`config.mk`:
```
export PLATFORM = sky130hd
export DESIGN_NAME = rx_fifo
export DESIGN_NICKNAME = d
export VERILOG_FILES = /design/src/rtl/rx_fifo.sv
export SDC_FILE = /design/constraint.sdc
export NUM_CORES = 1
export LEC_CHECK = 0
export ABC_AREA = 0
export CAP_MARGIN = 0
export CORE_UTILIZATION = 55
export DETAILED_ROUTE_END_ITERATION = 8
export PLACE_DENSITY = 0.87
export SLEW_MARGIN = 30
export SYNTH_ARGS = -nofsm -noshare
export SYNTH_HDL_FRONTEND = slang
export SYNTH_SLANG_ARGS = --single-unit
```
`constraint.sdc`:
```
create_clock -name clock -period 6.53 [get_ports clock]
set_input_delay 1.959 -clock clock [delete_from_list [all_inputs] [get_ports clock]]
set_output_delay 1.959 -clock clock [all_outputs]
set_load 0.005 [all_outputs]
```
`src/rtl/rx_fifo.sv`:
```
// First-word fall-through receive FIFO fed by a receiver's frame-complete flag.
// Each rising edge of done_flag captures one {error_in, data_in} word.
module rx_fifo #(
   parameter int DEPTH    = 8,
   parameter bit DROP_ERR = 1'b0
) (
   input  logic                   clock,
   input  logic                   reset_n,
   input  logic                   done_flag,
   input  logic [7:0]             data_in,
   input  logic [2:0]             error_in,
   input  logic                   rd_ready,
   input  logic                   ovf_clr,
   output logic                   rd_valid,
   output logic [7:0]             rd_data,
   output logic [2:0]             rd_err,
   output logic [$clog2(DEPTH):0] count,
   output logic                   full,
   output logic                   overflow,
   output logic [7:0]             err_cnt
);

   localparam int AW = $clog2(DEPTH);
   localparam logic [AW:0]   CNT_FULL = (AW+1)'(DEPTH);
   localparam logic [AW:0]   CNT_ONE  = (AW+1)'(1);
   localparam logic [AW-1:0] PTR_ONE  = AW'(1);

   logic [10:0]   r_mem [DEPTH];
   logic          r_done_q;
   logic [AW-1:0] r_wptr;
   logic [AW-1:0] r_rptr;
   logic [AW:0]   r_count;
   logic          r_overflow;
   logic [7:0]    r_err_cnt;

   logic          w_wr;
   logic          w_err;
   logic          w_keep;
   logic          w_pop;
   logic          w_push;
   logic          w_ovf_set;
   logic [10:0]   w_head;

   assign w_wr   = done_flag & ~r_done_q;
   assign w_err  = |error_in;
   assign w_keep = w_wr & ~(DROP_ERR & w_err);
   assign w_pop  = rd_valid & rd_ready;
   // A full FIFO still accepts a frame when the head leaves in the same cycle.
   assign w_push    = w_keep & (~full | w_pop);
   assign w_ovf_set = w_keep & full & ~w_pop;

   assign w_head   = r_mem[r_rptr];
   assign rd_valid = (r_count != '0);
   assign full     = (r_count == CNT_FULL);
   assign rd_data  = w_head[7:0];
   assign rd_err   = w_head[10:8];
   assign count    = r_count;
   assign overflow = r_overflow;
   assign err_cnt  = r_err_cnt;

   // NOTE: storage has no reset; emptiness is tracked by r_count, so stale words are never shown as valid.
   always_ff @(posedge clock) begin
      if (reset_n && w_push) begin
         r_mem[r_wptr] <= {error_in, data_in};
      end
   end

   // NOTE: non-blocking assignments so every register samples pre-edge values, independent of statement order.
   always_ff @(posedge clock) begin
      if (!reset_n) begin
         r_done_q   <= 1'b0;
         r_wptr     <= '0;
         r_rptr     <= '0;
         r_count    <= '0;
         r_overflow <= 1'b0;
         r_err_cnt  <= '0;
      end else begin
         r_done_q <= done_flag;
         if (w_push) r_wptr <= r_wptr + PTR_ONE;
         if (w_pop)  r_rptr <= r_rptr + PTR_ONE;
         case ({w_push, w_pop})
            2'b10:   r_count <= r_count + CNT_ONE;
            2'b01:   r_count <= r_count - CNT_ONE;
            default: r_count <= r_count;
         endcase
         // A new overflow event takes priority over a coincident clear.
         if (w_ovf_set)    r_overflow <= 1'b1;
         else if (ovf_clr) r_overflow <= 1'b0;
         if (w_wr && w_err && r_err_cnt != 8'hFF) r_err_cnt <= r_err_cnt + 8'd1;
      end
   end

endmodule
```
==> summary.md <==
| Metric | Value |
|---|---|
| Status | `completed` |
| Worst path max stage delay | `0.57 ns` |
| R2r setup slk | `4.33 ns` |
| FF+latch area | `0.00310 mm²` |
| Hold Path Depth | `2` |
| Mapped Cells | `266` |
| Setup tns final | `0 ns` |
| Ys async rst share | `0%` |
| Core Rows | `32` |
| Period Utilization, post-route | `66.8%` |
| RSZ-0062 raised after global routing | `no` |
| Nets | `329` |
| Worst path slowest cell | `mux4_2` |
| Initial antenna violation count | `0` |
| Top-count cell post-synth | `edfxtp_1` |
| Worst path required time | `4.57 ns` |
| Clk slew on worst S/H paths | `0.10 ns` |
| Dpl ws | `1.83 ns` |
| Setup slack after layout | `2.17 ns` |
| Hold Path Class | `reg -> reg` |
| Antenna viol nets, final | `0` |
| Hold-fix buffers at CTS | `0` |
| Largest net degree at the start of global routing | `28` |
| DP HPWL | `5190 µm` |
| CTS root buf | `clkbuf_8` |
| Max-Cap Viols | `0` |
| Synth area leaders | `edfxtp_1 58%, mux4_2 11%, dfxtp_1 10%` |
| GR Overflow Total | `0` |
| CP cell instances | `buf_4 -> mux4_2 -> mux2_2 -> clkdlybuf4s50_1` |
| DIE WIDTH | `92.9 µm` |
| I/O pin count | `42` |
| Maximum root-to-sink buffer count | `2` |
| Gr usage total | `21.5%` |
| Initial Utilization | `57.8%` |
| Area grow syn2layout | `16.4%` |
| Cell family with most CP delay | `multiplexers` |
| Cell variety after synth | `42` |
| Peak Freq | `229 MHz` |
| Vias in the first global route | `2,568` |
| Synth Flop Type | `edfxtp_1` |
| Yosys reg bits | `111` |
| Syn. warnings | `0` |
| R2r worst-path depth | `7` |
| DRC | `0` |
| Tmin final | `4.36 ns` |
| Leak | `1.66 nW` |
| DR pass1 iterations | `4` |
| Fillers | `564` |
| CORE AREA | `0.00785 mm²` |
| Headroom to the max-slew limit | `42.6%` |
| Reg2reg end | `count[1]` |
| Syn_nets | `286` |
| Die area | `0.00862 mm²` |
| Final Hold Fails | `0` |
| GPL Wtd Cong | `0.775` |
| Die Y | `92.9 µm` |
| Hold path start | `r_rptr[1]` |
| CTS sink count | `111` |
| Final setup vio count | `0` |
| Multi-input gate area | `0.00137 mm²` |
| Mapped Area | `0.00454 mm²` |
| CP Capture Type | `output pin` |
| Crit path buf inv count | `2` |
| IO buf count | `41` |
| CTS resizes | `0` |
| RR Startpoint | `count[3]` |
| Max-slew violations | `0` |
| Postcts setup bufs | `0` |
| Worst-Skew Late Latency | `0.37 ns` |
| TritonCTS buffer count | `9` |
| Post-synth EDFFs | `88` |
| Crit Path Max Fanout | `22` |
| CP startpoint kind | `flip-flop` |
| Stages on worst setup path | `4` |
| Syn Area/Cell | `17.1 µm²` |
| First-pass GRT wire length | `13,600 µm` |
| Diodes inserted | `0` |
| Drt total wl | `8130 µm` |
| Design area | `0.00529 mm²` |
| H-Tree Depth | `3` |
| Sequential cell area fraction in the yosys report | `68.4%` |
| Clock Skews | `0.00796 ns` |
| DP Area | `0.00506 mm²` |
| WL/cell | `19.5 µm` |
| Max VDD drop | `0.000168 V` |
| Largest area contributor in the netlist | `edfxtp_1` |
| Total vias in the final route | `2,501` |
| CTS tree | `done` |
| Synth top area share | `58.2%` |
| 1st-iter DRT viols | `210` |
| PwrDens | `310 mW/mm²` |
| Most frequent cells after synthesis | `88 x edfxtp_1, 23 x dfxtp_1, 22 x mux4_2, 12 x mux2_2` |
| Least-Margin Pin Slew | `0.857 ns` |
| CP Data Arrival Time | `2.40 ns` |
| Layout cells sized above 1 | `21.3%` |
| Drt via density | `6.01` |
| Setup CP Type | `reg -> out` |
==> per-stage QoR <==
stage | power, mW | hold WS (ns) | cells | utilization [%]
2_1_floorplan | 1.10 | 0.467 | 266 | -
3_3_place_gp | 1.20 | 0.482 | 400 | 64.5
3_5_place_dp | 1.22 | 0.500 | 400 | 64.5
4_1_cts | 1.66 | 0.517 | 416 | 67.3
5_1_grt | 1.72 | 0.535 | 416 | 67.3
6_report | 1.64 | 0.506 | 416 | 67.3
==> worst min-delay path, stage by stage (launching register included) <==
cell and delay [ns]:
dfxtp_1 0.32, nand2_1 0.05, a21boi_0 0.09
==> cells in the final DEF, fill, tap and decap left out, drive strengths merged, types with 2 or more instances in the layout <==
cell           instances
o21ai                  5
nor4                   3
xnor2                  7
nand3                 10
o31ai                  3
mux2                  12
clkdlybuf4s50         41
nor3                   6
a21boi                 6
o211ai                 5
dfxtp                 23
nor2b                  3
inv                    2
nand2b                 4
nand4                  2
and2                  10
clkinvlp               3
or4                    4
ha                     4
clkbuf                 9
or3                    4
buf                    7
edfxtp                88
bufinv                 2
mux2i                  4
a21oi                  2
nor2                   3
mux4                  22
nand2                  9
==> cell families after synthesis <==
logic type,after synthesis,synth area share [%]
flops,111,68.4
simple gates,61,7.72
mux,38,14.8
compound gates,27,4.60
buf+inv,17,1.90
xor+xnor,8,1.54
fa+ha+maj,4,1.10
==> power by group <==
part	switching (mW)	internal (mW)	total (mW)
Clock	0.225	0.216	0.441
Sequential	0.0374	0.785	0.823
Combinational	0.151	0.225	0.376
Total	0.413	1.23	1.64
==> registers in the layout (all words and copies together), names as in the netlist, named ones only <==
name / count
r_mem: 88
r_rptr: 3
r_done_q: 1
count: 4
overflow: 1
r_wptr: 3
err_cnt: 8
==> how the worst max path moves through the flow <==
stage	slack (ns)	to	startpoint
6_report	2.17	rd_err[1]	flip-flop
2_1_floorplan	2.65	r_mem[5][0]	done_flag
4_1_cts	2.10	rd_err[1]	flip-flop
5_1_grt	2.02	rd_err[1]	flip-flop
3_3_place_gp	1.95	r_mem[4][0]	reset_n
3_5_place_dp	1.83	r_mem[4][3]	reset_n
==> layer usage <==
metal / vias up / global-route usage (%) / share of wire [%]
li1: 1144 / - / -
met1: 1272 / 28.1 / 44
met2: 71 / 36.3 / 50
met3: 14 / 3.78 / 4.2
met4: 0 / 7.44 / 1.8
met5: - / 0 / 0
==> layout make-up <==
| class | count | share of cell area, % |
|---|---|---|
| Clock buffer | 9 | 2.34 |
| Multi-Input combinational cell | 138 | 25.9 |
| Sequential cell | 111 | 58.7 |
| Clock inverter | 7 | 1.80 |
| Tap cell | 102 | 2.41 |
| Inverter | 1 | 0.0710 |
| Timing Repair Buffer | 48 | 8.76 |
(Power assumes the default switching activity.)
